### src/rtl/plate_scanner_if.sv
// Point stream from the plate scanner to the point multiplexer / DAC driver.
// Valid/ready handshake carrying one (x, y, plate_id) point per transfer.
interface plate_scanner_if #(
  parameter int COORD_W = 8,
  parameter int ID_W    = 1
);
  logic               point_valid;
  logic               point_ready;
  logic [COORD_W-1:0] x_out;
  logic [COORD_W-1:0] y_out;
  logic [ID_W-1:0]    plate_id;

  modport master (output point_valid, x_out, y_out, plate_id, input point_ready);
  modport slave  (input point_valid, x_out, y_out, plate_id, output point_ready);
endinterface

### src/rtl/plate_scanner.sv
// Scans up to NUM_PLATES vertical paddle segments per frame and streams their
// clamped (x, y, plate_id) points, with step, dwell and optional alternating direction.
module plate_scanner #(
  parameter int NUM_PLATES      = 2,
  parameter int COORD_W         = 8,
  parameter int Y_MAX           = 220,
  parameter int PLATE_HALFWIDTH = 15,
  parameter int STEP            = 1,
  parameter int DWELL           = 1,
  parameter int BIDIR           = 0
) (
  input  logic                          clk,
  input  logic                          rst_n,
  input  logic                          enable,
  input  logic [NUM_PLATES-1:0]         plate_en,
  input  logic [NUM_PLATES*COORD_W-1:0] y_mid,
  input  logic [NUM_PLATES*COORD_W-1:0] x_pos,
  plate_scanner_if.master               pt,
  output logic                          frame_done,
  output logic                          busy
);
  localparam int ID_W = (NUM_PLATES > 1) ? $clog2(NUM_PLATES) : 1;
  localparam int YW   = COORD_W + 1;
  localparam int DW_W = (DWELL > 1) ? $clog2(DWELL) : 1;

  localparam logic [DW_W-1:0] DWELL_LAST = DW_W'(DWELL - 1);
  localparam logic [YW-1:0]   YMAX_W     = YW'(Y_MAX);
  localparam logic [YW-1:0]   HW_W       = YW'(PLATE_HALFWIDTH);
  localparam logic [YW-1:0]   STEP_W     = YW'(STEP);

  localparam logic [1:0] S_IDLE = 2'd0;
  localparam logic [1:0] S_LOAD = 2'd1;
  localparam logic [1:0] S_EMIT = 2'd2;
  localparam logic [1:0] S_NEXT = 2'd3;

  logic [1:0]            state;
  logic [NUM_PLATES-1:0] mask_r;
  logic [ID_W-1:0]       idx;
  logic                  dir_desc;
  logic [COORD_W-1:0]    x_r;
  logic [COORD_W-1:0]    y_r;
  logic [YW-1:0]         lo_r;
  logic [YW-1:0]         hi_r;
  logic [DW_W-1:0]       dwell_cnt;

  logic [ID_W-1:0]       first_idx;
  logic [ID_W-1:0]       next_idx;
  logic                  next_found;
  logic [COORD_W-1:0]    sel_mid;
  logic [COORD_W-1:0]    sel_x;
  logic [YW-1:0]         mid_c;
  logic [YW-1:0]         ld_lo;
  logic [YW-1:0]         ld_hi;
  logic [YW-1:0]         y_cur;
  logic [YW-1:0]         y_up;
  logic [YW-1:0]         y_dn;
  logic                  last_pt;

  function automatic logic [YW-1:0] clamp_mid(input logic [COORD_W-1:0] m);
    return ({1'b0, m} > YMAX_W) ? YMAX_W : {1'b0, m};
  endfunction

  function automatic logic [YW-1:0] lo_of(input logic [YW-1:0] m);
    return (m >= HW_W) ? (m - HW_W) : '0;
  endfunction

  function automatic logic [YW-1:0] hi_of(input logic [YW-1:0] m);
    return (m <= (YMAX_W - HW_W)) ? (m + HW_W) : YMAX_W;
  endfunction

  always_comb begin
    first_idx  = '0;
    next_idx   = idx;
    next_found = 1'b0;
    sel_mid    = '0;
    sel_x      = '0;
    // Descending loops leave the lowest qualifying index as the winner.
    for (int i = NUM_PLATES - 1; i >= 0; i--) begin
      if (plate_en[i]) first_idx = ID_W'(i);
      if (mask_r[i] && (i > int'(idx))) begin
        next_idx   = ID_W'(i);
        next_found = 1'b1;
      end
    end
    for (int i = 0; i < NUM_PLATES; i++) begin
      if (int'(idx) == i) begin
        sel_mid = y_mid[i*COORD_W +: COORD_W];
        sel_x   = x_pos[i*COORD_W +: COORD_W];
      end
    end
  end

  assign mid_c = clamp_mid(sel_mid);
  assign ld_lo = lo_of(mid_c);
  assign ld_hi = hi_of(mid_c);

  // One extra bit keeps y +/- STEP from wrapping before the bound test.
  assign y_cur   = {1'b0, y_r};
  assign y_up    = y_cur + STEP_W;
  assign y_dn    = y_cur - STEP_W;
  assign last_pt = dir_desc ? (y_cur < (lo_r + STEP_W)) : (y_up > hi_r);

  always_ff @(posedge clk or negedge rst_n) begin
    if (!rst_n) begin
      state      <= S_IDLE;
      mask_r     <= '0;
      idx        <= '0;
      dir_desc   <= 1'b0;
      x_r        <= '0;
      y_r        <= '0;
      lo_r       <= '0;
      hi_r       <= '0;
      dwell_cnt  <= '0;
      frame_done <= 1'b0;
    end else begin
      frame_done <= 1'b0;
      case (state)
        S_IDLE: begin
          if (enable && (|plate_en)) begin
            mask_r <= plate_en;
            idx    <= first_idx;
            state  <= S_LOAD;
          end
        end
        S_LOAD: begin
          x_r       <= sel_x;
          lo_r      <= ld_lo;
          hi_r      <= ld_hi;
          y_r       <= dir_desc ? ld_hi[COORD_W-1:0] : ld_lo[COORD_W-1:0];
          dwell_cnt <= '0;
          state     <= S_EMIT;
        end
        S_EMIT: begin
          if (pt.point_ready) begin
            if (dwell_cnt == DWELL_LAST) begin
              dwell_cnt <= '0;
              if (last_pt) state <= S_NEXT;
              else y_r <= dir_desc ? y_dn[COORD_W-1:0] : y_up[COORD_W-1:0];
            end else begin
              dwell_cnt <= dwell_cnt + DW_W'(1);
            end
          end
        end
        S_NEXT: begin
          if (next_found) begin
            idx   <= next_idx;
            state <= S_LOAD;
          end else begin
            frame_done <= 1'b1;
            if (BIDIR != 0) dir_desc <= ~dir_desc;
            state <= S_IDLE;
          end
        end
        default: state <= S_IDLE;
      endcase
    end
  end

  assign pt.point_valid = (state == S_EMIT);
  assign pt.x_out       = x_r;
  assign pt.y_out       = y_r;
  assign pt.plate_id    = idx;
  assign busy           = (state != S_IDLE);
endmodule
### src/flat_wrapper.sv
// flat-port wrapper written by rule: the top's interface ports become plain ports
module plate_scanner_flat 
#(
  parameter int NUM_PLATES      = 2,
  parameter int COORD_W         = 8,
  parameter int Y_MAX           = 220,
  parameter int PLATE_HALFWIDTH = 15,
  parameter int STEP            = 1,
  parameter int DWELL           = 1,
  parameter int BIDIR           = 0
)
  (clk, rst_n, enable, plate_en, y_mid, x_pos, frame_done, busy, pt_point_valid, pt_x_out, pt_y_out, pt_plate_id, pt_point_ready);
  plate_scanner_if #(.COORD_W(COORD_W)) pt_i ();
  input  logic clk;
  input  logic rst_n;
  input  logic enable;
  input  logic [NUM_PLATES-1:0] plate_en;
  input  logic [NUM_PLATES*COORD_W-1:0] y_mid;
  input  logic [NUM_PLATES*COORD_W-1:0] x_pos;
  output logic frame_done;
  output logic busy;
  output wire logic [$bits(pt_i.point_valid)-1:0] pt_point_valid;
  output wire logic [$bits(pt_i.x_out)-1:0] pt_x_out;
  output wire logic [$bits(pt_i.y_out)-1:0] pt_y_out;
  output wire logic [$bits(pt_i.plate_id)-1:0] pt_plate_id;
  input wire logic [$bits(pt_i.point_ready)-1:0] pt_point_ready;
  assign pt_point_valid = pt_i.point_valid;
  assign pt_x_out = pt_i.x_out;
  assign pt_y_out = pt_i.y_out;
  assign pt_plate_id = pt_i.plate_id;
  assign pt_i.point_ready = pt_point_ready;
  plate_scanner #(.NUM_PLATES(NUM_PLATES), .COORD_W(COORD_W), .Y_MAX(Y_MAX), .PLATE_HALFWIDTH(PLATE_HALFWIDTH), .STEP(STEP), .DWELL(DWELL), .BIDIR(BIDIR)) u_core (.clk(clk), .rst_n(rst_n), .enable(enable), .plate_en(plate_en), .y_mid(y_mid), .x_pos(x_pos), .pt(pt_i), .frame_done(frame_done), .busy(busy));
endmodule
### config.mk
export PLATFORM = sky130hd
export DESIGN_NAME = plate_scanner_flat
export DESIGN_NICKNAME = d
export VERILOG_FILES = /design/src/rtl/plate_scanner_if.sv /design/src/rtl/plate_scanner.sv /design/src/flat_wrapper.sv
export SDC_FILE = /design/constraint.sdc
export NUM_CORES = 1
export LEC_CHECK = 0
export CELL_PAD_IN_SITES_DETAIL_PLACEMENT = 1
export CELL_PAD_IN_SITES_GLOBAL_PLACEMENT = 1
export CORE_ASPECT_RATIO = 0.75
export CORE_UTILIZATION = 25
export CTS_CLUSTER_SIZE = 25
export DETAILED_ROUTE_END_ITERATION = 10
export DONT_BUFFER_PORTS = 1
export GPL_TIMING_DRIVEN = 0
export PLACE_DENSITY_LB_ADDON = 0.1
export SETUP_SLACK_MARGIN = 0.3
export SYNTH_ARGS = -nofsm -noshare
export SYNTH_HDL_FRONTEND = slang
export SYNTH_SLANG_ARGS = --single-unit
export TNS_END_PERCENT = 30
### constraint.sdc
create_clock -name clk -period 4.9 [get_ports clk]
set_input_delay 0.49 -clock clk [delete_from_list [all_inputs] [get_ports clk]]
set_output_delay 0.49 -clock clk [all_outputs]
set_load 0.02 [all_outputs]
Word level (Yosys, flattened, before mapping). Cells that the tools add are included.

$add $sub $neg: 6. $lt $le $gt $ge: 6. Eq/ne operators: 10. Mux-type cells: 30. Reduce and logical (&&, ||, !) cells: 12.

Operators by type and width (number): 8-bit two-way mux (8); 9-bit two-way mux (2); 8-bit one-hot mux with 2 select lines (1); 1-bit two-way mux (12); 4-bit AND reduction (3); 2-bit by 1-bit != test with 1-bit output (second input constant) (5); 8-bit by 1-bit adder with 9-bit output (second input constant) (1); 9-bit by 1-bit adder with 9-bit output (second input constant) (1); 9-bit by 4-bit adder with 9-bit output (second input constant) (1); 9-bit by 4-bit greater-or-equal comparator with 1-bit output (second input constant) (1); 9-bit > comparator (1); 9-bit by 8-bit <= comparator with 1-bit output (second input constant) (1); 8-bit by 9-bit less-than comparator with 1-bit output (1); 9-bit by 4-bit subtractor with 9-bit output (second input constant) (1); 8-bit > comparator (second input constant) (1); 2-bit two-way mux (4); 2-bit one-hot mux with 4 select lines (1); 8-bit by 1-bit subtractor with 8-bit output (second input constant) (1); 2-bit nonzero test (3); 2-bit == test (second input constant) (2); 2-bit != test (second input constant) (2); 1-bit one-hot mux with 2 select lines (2); 2-bit AND reduction (2); 2-bit by 1-bit == test with 1-bit output (second input constant) (1); 5 further kinds (6).

Register bits: 41. Input bits: 38. Output and inout bits: 20. Word-level logic and storage cells: 73.

Longest topological paths before layout. Gate-level depths: netlist of run 1.

Depth after elaboration: 7. Mapped depth: 12. Mapped depth without buffers: 11.

Least setup slack after synthesis of run 1. Ideal clock, no wire load.

Path kind: register -> register. Start: register u_core.y_r[0] (netlist: u_core.pt.y_out[0]). End: register u_core.y_r[0] (netlist: u_core.pt.y_out[0]). Data arrival time: 2.663 ns. Slack: 2.112 ns. Cell stages (with the launch flop): 11. Buffers on the path: 0. Cell sequence: dfrtp_1 > ha_1 > nand3_1 > nor2_1 > xor2_1 > ha_1 > a211oi_1 > nand3_1 > o21a_1 > o22ai_2 > mux2_2.

Cells in the longest elaborated chain, start to end: 6.

RTL lines: start, declared (RTL line plate_scanner.sv:41) `logic [COORD_W-1:0] y_r;`; start signal, assigned (RTL line plate_scanner.sv:129) `y_r <= dir_desc ? ld_hi[COORD_W-1:0] : ld_lo[COORD_W-1:0];`; start signal, assigned (RTL line plate_scanner.sv:138) `else y_r <= dir_desc ? y_dn[COORD_W-1:0] : y_up[COORD_W-1:0];`; parallel branches: the longest is 6 deep, another holds 8-bit by 1-bit adder with 9-bit output.

Several ways; the timed one is not identified. The select of a mux whose other input is x is not followed. A chain may end at the register's enable or synchronous reset.

Final worst setup path of run 1. Ends and elaborated chain as after synthesis.

==> impl_metrics.json, run 1 <==
{
  "outcome": "completed",
  "wl_met2_mm": 3.43,
  "crit_chain": "ha_1, nand3_1, nor2_1, xor2_1, ha_1, nand4_1, nor3_1, a21oi_1, o21a_1, o22ai_2, mux2_2",
  "drtPass1Iterations": 4,
  "highest_layer": "met4",
  "fin_skew_ps": 9.16,
  "cp_common_cell": "ha_1",
  "path_depth": 11,
  "synthesis.nets": 353,
  "syn_avg_cell_area_um2": 8.54,
  "crit_path_start": "u_core.pt.y_out[0]$_DFFE_PN0P_",
  "synth_top_cells_by_area": "dfrtp_1 29%, ha_1 8.4%, mux2i_1 6.7%, nor2_1 5.0%, a21oi_1 3.9%",
  "synthArstFlopShare_pct": 100,
  "cts_buffers": 5,
  "rsz0062_at_grt": "false",
  "maxCapViolCount": 0,
  "cts_tree": "built",
  "grt.overflow.total": 0,
  "cts_setup_buffers": 0,
  "grt_start_max_net_pins": 31,
  "cp_max_fo": 6,
  "power_switching_mw": 1.07,
  "crit_path_start_kind": "flip-flop",
  "post-route-period-util_pct": 70.3,
  "clock_power_share_pct": 18.9,
  "vias_per_cell": 5.26,
  "pwr-share-comb_pct": 55.6,
  "wirelength_mm": 8.53,
  "power_density_nw_per_um2": 772,
  "routedWlPerCell_um": 19.4,
  "insertion_delay_ps": 290,
  "cp.arrival_ps": 3610,
  "dieArea_um2": 10600,
  "ff2ff_path_depth": 11,
  "path_class": "flip-flop to flip-flop",
  "syn-cell-area_um2": 2550,
  "clk_pin_slew_ps": 60,
  "h-tree-depth": 2,
  "worst_slew_pin_slew_ps": 704,
  "path_buf_inv": 0,
  "grt_util_all_layers_pct": 16.8,
  "rows": 31,
  "synth.distinct_cells": 58,
  "cpLargestDelayFamily": "simple AND/OR/NAND/NOR gates",
  "fillers": 1176,
  "cts_sinks": 30,
  "p_leak_nw": 1.28,
  "slowest_delay_ps": 570,
  "ys_seq_elements": 30,
  "synth_common_cells": "34 x nor2_1, 30 x dfrtp_1, 24 x nand2_1, 21 x inv_1, 20 x a21oi_1",
  "vias": 2311,
  "hp-class": "input port to async pin",
  "seqPwrFrac_pct": 25.5,
  "yosysMostFrequentCell": "nor2_1",
  "grt_pass1_wl_mm": 13.1,
  "grt_pass1_vias": 2221,
  "switching_share_pct": 47.4,
  "drc_errors": 0,
  "nets": 361,
  "slew_headroom_pct": 52.6,
  "yosysTopAreaCellShare_pct": 29.5,
  "synthFlopType": "dfrtp_1",
  "synth_edf_count": 0,
  "netlist_instances": 298,
  "yosysWarnings": 1,
  "fmax_mhz": 290,
  "postRouteAntennaNets": 0,
  "synth_top_cell_by_area": "dfrtp_1",
  "period_needed_ps": 3440,
  "rrSetupSlack_ps": 1460,
  "p_int_mw": 1.19,
  "drive_gt1_share_pct": 9.45,
  "die_h_um": 89.4,
  "fin_hold_ws_ps": 16.2,
  "setup_tns_ps": 0,
  "wl_met3_um": 472,
  "hold_viol": 0,
  "port_buffers": 0,
  "root_buffer": "clkbuf_16",
  "ir_worst_vdd_uv": 223,
  "required_ps": 5060,
  "dp_hpwl_mm": 6.73,
  "setup-violations-final": 0,
  "cp_slowest_cell": "dfrtp_1",
  "ios": 58,
  "reg2reg_from": "u_core.pt.y_out[0]$_DFFE_PN0P_",
  "yosysSeqAreaShare_pct": 29.5,
  "drt_iter0_drc": 165,
  "end_kind": "flip-flop",
  "coreArea_um2": 9770,
  "grt_antenna_before_repair": 0,
  "drv_slew": 0,
  "start_util_pct": 26.0,
  "insertedDiodeCount": 0,
  "m1WireLength_mm": 4.53,
  "gp_congestion": 0.743,
  "fp.dieW_um": 119,
  "clockBufferDepth": 2,
  "area_growth_pct": 15.1
}
placed cells by master, fill, tap and decap left out, types with 5 or more instances in the layout:
cell,synthesis,final
clkbuf_16,0,5
xnor2_1,7,7
nor2_1,34,34
inv_1,21,21
nor3_1,6,6
o21ai_0,9,9
nand3_1,16,16
dfrtp_1,30,30
nand2_1,24,24
a21oi_1,20,20
nand4_1,5,5
mux2i_1,17,17
mux2_2,5,5
ha_1,17,17
xor2_1,5,5
power by group through the flow:
stage	sequential, mW	clock [mW]	combinational [mW]
floorplan	0.546	0	0.945
global placement	0.581	0	1.25
detailed placement	0.585	0	1.25
CTS	0.581	0.439	1.27
global route	0.599	0.449	1.41
finish	0.577	0.427	1.26
path summary, 6_finish.rpt:
check,end
min in group clk,u_core.mask_r[1]$_DFFE_PN0P_
min reg2reg,u_core.hi_r[8]$_DFFE_PN0N_
max reg2reg,u_core.pt.y_out[0]$_DFFE_PN0P_
max,u_core.pt.y_out[0]$_DFFE_PN0P_
min,u_core.pt.y_out[5]$_DFFE_PN0P_
max in group asynchronous,u_core.hi_r[0]$_DFFE_PN0N_
metal layers:
metal	vias to the layer above	GRT usage (%)
met4	0	5.18
li1	1107	-
met1	1144	24.3
met5	-	0
met3	7	5.04
met2	53	23.7
cell families (layout without fill, tap and decap cells):
family	Yosys count	in the layout	synth area share, %
xor+xnor	12	12	4.13
simple gates	112	112	23.2
compound gates	73	73	20.3
mux	22	22	8.89
flops	30	30	29.5
fa+ha+maj	17	17	8.35
buf+inv	32	41	5.60
what timing repair did:
action | in CTS | in global routing
hold endpoints to repair | 30 | 0
gates resized for setup | 0 | 0
hold buffers | 1 | 0
final cells by class:
class / count / area [um2] / share of cell area (%)
multi-input combinational: 236 / 1650 / 56.4
sequential: 30 / 751 / 25.6
tap: 132 / 165 / 5.64
clock buffer: 6 / 139 / 4.74
inverter: 21 / 78.8 / 2.69
buffer: 11 / 63.8 / 2.18
clock inverter: 2 / 60.1 / 2.05
timing repair buffer: 1 / 20.0 / 0.683
per-stage QoR:
stage | util (%) | instance area [um2] | power, mW | cells | setup WS [ps]
2_1_floorplan | - | 2550 | 1.49 | 298 | 2110
3_3_place_gp | 27.7 | 2710 | 1.83 | 430 | 1470
3_5_place_dp | 27.7 | 2710 | 1.84 | 430 | 1500
4_1_cts | 30.0 | 2930 | 2.29 | 439 | 1450
5_1_grt | 30.0 | 2930 | 2.46 | 439 | 1160
6_report | 30.0 | 2930 | 2.26 | 439 | 1460
flip-flops by register name, indices dropped and copies added, names as in the netlist:
signal,cells
u_core.frame_done,1
u_core.pt.y_out,8
u_core.mask_r,1
u_core.state,2
u_core.pt.x_out,8
u_core.pt.plate_id,1
u_core.hi_r,9
(Power assumes the default switching activity.)
==> run 2: changes to the inputs <==
Clock period 4.9 ns to 3.55 ns, I/O delays scaled along.
==> run 2 against run 1 <==
Compared with the run above:
- first-iteration DRC count down 9.1%
- sequential power rose by 40%
- critical path type unchanged
- worst hold slack better by 220 ps
- clock-buffer cell count is the same
- die area unchanged
==> impl_metrics.json, run 2 (synthesized netlist as in run 1, its figures left out) <==
{
  "outcome": "completed",
  "vias_per_cell": 5.19,
  "cp.arrival_ps": 3260,
  "drt_iter0_drc": 150,
  "start_util_pct": 26.0,
  "maxCapViolCount": 0,
  "slew_headroom_pct": 62.6,
  "fin_skew_ps": 8.05,
  "grt.busiest_layer": "met1",
  "gr-usage-met1_pct": 24.3,
  "end_kind": "flip-flop",
  "setup-violations-final": 0,
  "reg2reg_to": "u_core.pt.y_out[3]$_DFFE_PN0P_",
  "dp_hpwl_mm": 6.73,
  "cp_max_fo": 10,
  "setup_tns_ps": 0,
  "rsz0062_at_grt": "true",
  "die_h_um": 89.4,
  "cts_buffers": 5,
  "nets": 365,
  "hold_viol": 0,
  "cp_slowest_cell": "dfrtp_2",
  "max_flop_register": "u_core.hi_r",
  "rows": 31,
  "port_buffers": 0,
  "grt_pass1_wl_mm": 13.2,
  "met2_usage_pct": 24.0,
  "grt_util_all_layers_pct": 16.9,
  "min_path_cells": 1,
  "crit_path_start_kind": "flip-flop",
  "routedWlPerCell_um": 19.4,
  "min_from": "plate_en[1]",
  "ios": 58,
  "min_to": "u_core.mask_r[1]$_DFFE_PN0P_",
  "grt_pass1_vias": 2226,
  "rrSetupSlack_ps": 460,
  "fin_hold_ws_ps": 237,
  "h-tree-depth": 2,
  "ir_worst_vdd_uv": 321,
  "hp-class": "input port to flip-flop",
  "worst_slew_pin_slew_ps": 546,
  "fp.dieW_um": 119,
  "gp_congestion": 0.743,
  "grt_antenna_before_repair": 0,
  "clockBufferDepth": 2,
  "path_class": "flip-flop to flip-flop",
  "power_density_nw_per_um2": 1060,
  "dieArea_um2": 10600,
  "final_common_cell": "nor2_1",
  "drc_errors": 0,
  "ff2ff_path_depth": 12,
  "post-route-period-util_pct": 87.0,
  "drv_slew": 0,
  "vias": 2301,
  "drive_gt1_share_pct": 15.4,
  "cts_tree": "built",
  "period_needed_ps": 3090,
  "postRouteAntennaNets": 0,
  "grt.overflow.total": 0,
  "root_buffer": "clkbuf_16",
  "clk_pin_slew_ps": 60,
  "insertion_delay_ps": 290,
  "p_leak_nw": 1.31,
  "coreArea_um2": 9770,
  "slowest_delay_ps": 470,
  "area_growth_pct": 18.9,
  "fmax_mhz": 324,
  "final_cell_mix": "32 x nor2_1, 26 x dfrtp_1, 24 x nand2_1, 21 x inv_1, 20 x a21oi_1",
  "largest_register_ffs": 9,
  "required_ps": 3720,
  "insertedDiodeCount": 0,
  "reg2reg_from": "u_core.pt.plate_id$_DFFE_PN0P_",
  "cts_sinks": 30,
  "grt_start_max_net_pins": 31,
  "crit_chain": "buf_6, mux2i_1, a2111oi_2, o21a_2, a21oi_1, ha_2, nand4b_1, o211ai_2, nor3_4, nor2_2, a32o_1, mux2_2",
  "drtPass1Iterations": 4,
  "wirelength_mm": 8.60,
  "met3_usage_pct": 4.97
}
==> run 2: what timing repair did <==
action | 4_1_cts | 5_1_grt
buffers inserted | 0 | 3
gates resized for setup | 7 | 13
hold buffers | 2 | 0
pin swaps | 0 | 5
hold endpoints to repair | 30 | 0
setup endpoints to repair | 8 | 10
==> run 2: worst max-delay path: cells and delay by family, from the launching register on <==
family	cells	cell delay (ps)
buffers and inverters	1	170
adder cells (fa/ha/maj)	1	230
flip-flops	1	470
AO/OA/AOI/OAI	5	1100
multiplexers	2	430
AND/OR/NAND/NOR	3	540
==> run 2: area by class of cell <==
class	count	area, um2
clock inverters	2	60.1
plain buffers	11	63.8
inverters	21	78.8
flip-flops and latches	30	756
repair buffers	5	52.6
fillers	1164	6750
well taps	132	165
clock buffers	6	139
multi-input cells	236	1710
==> run 2: stage by stage <==
step | setup slack (ps) | power (mW) | instance area [um2] | util [%] | instances
after floorplan | 762 | 2.06 | 2550 | - | 298
after global placement | 122 | 2.52 | 2710 | 27.7 | 430
after detailed placement | 150 | 2.54 | 2710 | 27.7 | 430
after CTS | 301 | 3.20 | 2960 | 30.3 | 440
after global routing | 294 | 3.49 | 3030 | 31.0 | 443
final | 461 | 3.20 | 3030 | 31.0 | 443
==> run 2: how the worst max path moves through the flow <==
| stage | start | end | slack [ps] | cells past startpoint |
|---|---|---|---|---|
| after floorplan | u_core.pt.y_out[0]$_DFFE_PN0P_ | u_core.pt.y_out[0]$_DFFE_PN0P_ | 760 | 10 |
| after global placement | u_core.pt.y_out[0]$_DFFE_PN0P_ | u_core.pt.y_out[3]$_DFFE_PN0P_ | 120 | 11 |
| after detailed placement | u_core.pt.y_out[0]$_DFFE_PN0P_ | u_core.pt.y_out[0]$_DFFE_PN0P_ | 150 | 11 |
| after CTS | u_core.pt.plate_id$_DFFE_PN0P_ | u_core.pt.y_out[3]$_DFFE_PN0P_ | 300 | 12 |
| after global routing | u_core.pt.y_out[0]$_DFFE_PN0P_ | u_core.state[0]$_DFFE_PN0P_ | 290 | 11 |
| final | u_core.pt.plate_id$_DFFE_PN0P_ | u_core.pt.y_out[3]$_DFFE_PN0P_ | 460 | 12 |
==> run 2: report_power, final <==
group	total (mW)	leakage, nW	internal [mW]	switching, mW
combinational	1.81	0.871	0.747	1.06
clock	0.587	0.0971	0.421	0.166
sequential	0.805	0.344	0.520	0.285
==> run 2: per-layer routing <==
layer	vias up	share of wire (%)
met5	-	0
met4	0	0.98
met3	7	4.2
met2	38	41
met1	1147	54
li1	1109	-
==> run 3: changes to the inputs <==
Settings changed: ABC_AREA set to 1, BUFFER_PORTS_ARGS set to -buffer_cell sky130_fd_sc_hd__buf_2, DONT_BUFFER_PORTS 1 to not set.
==> run 3 against run 2 <==
Compared with the run above:
- utilization up 1.7 points
- die area down 4.9%
- synthesized cell count up 11%
- worst hold slack worse by 110 ps
- register-to-register slack better by 120 ps
- clock skew down 6.1 ps
==> impl_metrics.json, run 3 <==
{
  "routedWlPerCell_um": 13.5,
  "final_common_cell": "nand2_1",
  "slew_headroom_pct": 52.2,
  "rrSetupSlack_ps": 590,
  "synth_top_cells_by_area": "dfrtp_1 31%, nand2_1 9.8%, ha_1 8.8%, inv_1 6.7%, nand2_2 5.7%",
  "final_cell_mix": "63 x nand2_1, 57 x buf_2, 43 x inv_1, 36 x nor2_1, 30 x dfrtp_1",
  "fp.dieW_um": 116,
  "worst_slew_pin_slew_ps": 717,
  "synth_edf_count": 0,
  "die_h_um": 87.2,
  "syn-cell-area_um2": 2420,
  "reg2reg_from": "u_core.pt.y_out[0]$_DFFE_PN0P_",
  "coreArea_um2": 9230,
  "multi_input_area_um2": 1450,
  "cp_max_fo": 9,
  "grt_start_max_net_pins": 31,
  "grt_antenna_before_repair": 0,
  "fmax_mhz": 337,
  "root_buffer": "clkbuf_16",
  "ff2ff_path_depth": 14,
  "cp.arrival_ps": 3170,
  "gr-usage-met1_pct": 22.6,
  "path_class": "flip-flop to flip-flop",
  "fin_skew_ps": 1.97,
  "p_leak_nw": 1.54,
  "clk_pin_slew_ps": 50,
  "cts_buffers": 5,
  "synth.distinct_cells": 37,
  "dp_hpwl_mm": 5.80,
  "required_ps": 3750,
  "drt_iter0_drc": 53,
  "grt.overflow.total": 0,
  "dp_cells": 515,
  "area_growth_pct": 24.7,
  "drive_gt1_share_pct": 28.6,
  "synthesis.nets": 385,
  "ir_worst_vdd_uv": 241,
  "synth_top_cell_by_area": "dfrtp_1",
  "seq_area_um2": 751,
  "insertion_delay_ps": 270,
  "clockBufferDepth": 2,
  "nets": 449,
  "ios": 58,
  "fillers": 1205,
  "wirelength_mm": 7.07,
  "cts_sinks": 30,
  "postRouteAntennaNets": 0,
  "maxCapViolCount": 0,
  "rsz0062_at_grt": "false",
  "end_kind": "flip-flop",
  "met3_usage_pct": 3.83,
  "drv_slew": 0,
  "grt_pass1_vias": 2412,
  "cts-resized-gates": 0,
  "yosysWarnings": 1,
  "setup_tns_ps": 0,
  "hp-class": "input port to async pin",
  "reg2reg_to": "u_core.pt.y_out[7]$_DFFE_PN0P_",
  "gp_congestion": 0.828,
  "cts_setup_buffers": 0,
  "netlist_instances": 330,
  "grt_util_all_layers_pct": 15.6,
  "layout.cells.non_filler": 523,
  "cts_tree": "built",
  "max_flop_register": "u_core.hi_r",
  "rows": 30,
  "ys_seq_elements": 30,
  "crit_path_start_kind": "flip-flop",
  "drtPass1Iterations": 4,
  "yosysMostFrequentCell": "nand2_1",
  "setup-violations-final": 0,
  "yosysSeqAreaShare_pct": 31.0,
  "synthArstFlopShare_pct": 100,
  "synth_common_cells": "63 x nand2_1, 43 x inv_1, 36 x nor2_1, 30 x dfrtp_1, 26 x o21ai_0",
  "start_util_pct": 26.2,
  "cts_hold_buf": 0,
  "met2_usage_pct": 23.0,
  "insertedDiodeCount": 0,
  "yosysTopAreaCellShare_pct": 31.0,
  "drc_errors": 0,
  "h-tree-depth": 2,
  "post-route-period-util_pct": 83.5,
  "power_density_nw_per_um2": 1030,
  "dieArea_um2": 10100,
  "grt.busiest_layer": "met2",
  "outcome": "completed",
  "hold_viol": 0,
  "port_buffers": 57,
  "vias_per_cell": 4.47,
  "syn_avg_cell_area_um2": 7.33,
  "grt_pass1_wl_mm": 12.0,
  "synthFlopType": "dfrtp_1",
  "period_needed_ps": 2960,
  "largest_register_ffs": 9,
  "vias": 2338
}
## run 3: cell count changes in the layout (fill, tap and decap cells not counted), sizes merged, moves of 6 or more
cell,before,now
o21ai,9,30
nor2,35,41
a21oi,20,26
inv,21,46
mux2i,17,0
buf,11,59
xnor2,7,1
nand2,24,88
## run 3: cells by family (layout without fill, tap and decap cells)
logic type               count (synthesis)  after routing  synth area share [%]
flip-flops                              30             30                  31.0
multiplexers                             1              1                 0.465
buffers and inverters                   53            118                  9.05
XOR/XNOR                                 8              8                  2.90
AND/OR/NAND/NOR                        158            158                  32.1
adder cells (fa/ha/maj)                 17             17                  8.79
AO/OA/AOI/OAI                           63             63                  15.7
## run 3: worst max-delay path, cell delays in order, from the launching register on
cell	delay, ps
dfrtp_1	470
ha_1	210
nand2_1	50
inv_1	100
nand4_1	100
xor2_1	160
inv_1	90
ha_1	290
nand2_1	70
or4_1	530
nand3_1	90
nand2_1	220
inv_1	300
nor2_1	90
a21oi_2	110
## run 3: worst max-delay path by stage
stage | start | endpoint | cells past startpoint | slack (ps)
finish | u_core.pt.y_out[0]$_DFFE_PN0P_ | u_core.pt.y_out[7]$_DFFE_PN0P_ | 14 | 590
global placement | u_core.pt.y_out[0]$_DFFE_PN0P_ | u_core.pt.y_out[1]$_DFFE_PN0P_ | 13 | 650
floorplan | u_core.pt.y_out[0]$_DFFE_PN0P_ | u_core.pt.y_out[4]$_DFFE_PN0P_ | 14 | 930
detailed placement | u_core.pt.y_out[0]$_DFFE_PN0P_ | u_core.pt.y_out[7]$_DFFE_PN0P_ | 14 | 590
CTS | u_core.pt.y_out[0]$_DFFE_PN0P_ | u_core.pt.y_out[7]$_DFFE_PN0P_ | 14 | 570
global route | u_core.pt.y_out[0]$_DFFE_PN0P_ | u_core.pt.y_out[2]$_DFFE_PN0P_ | 15 | 340
## run 3: area by class of cell
type	instances	area share [%]
well taps	128	5.31
clock buffers	6	4.60
flip-flops and latches	30	24.9
inverters	46	5.89
repair buffers	57	9.46
plain buffers	7	1.37
multi-input cells	247	48.1
clock inverters	2	0.415
## run 3: through the flow
| stage | instance area [um2] | util [%] | setup slack [ps] | power (mW) | hold WS, ps |
|---|---|---|---|---|---|
| after floorplan | 2420 | - | 933 | 2.14 | 59.4 |
| after global placement | 2870 | 31.0 | 645 | 2.68 | 462 |
| after detailed placement | 2870 | 31.0 | 586 | 2.73 | 464 |
| after CTS | 3020 | 32.7 | 572 | 3.19 | 166 |
| after global routing | 3020 | 32.7 | 338 | 3.46 | 201 |
| final | 3020 | 32.7 | 585 | 3.12 | 131 |
## run 3: routing by layer
layer  share of wire (%)  vias up
li1                    -     1196
met1                  54     1087
met2                  40       48
met3                 4.4        7
met4                0.91        0
met5                   0        -
## run 3: where the power goes
group / internal (mW) / switching, mW
clock network: 0.277 / 0.158
logic: 0.697 / 1.33
registers: 0.518 / 0.139
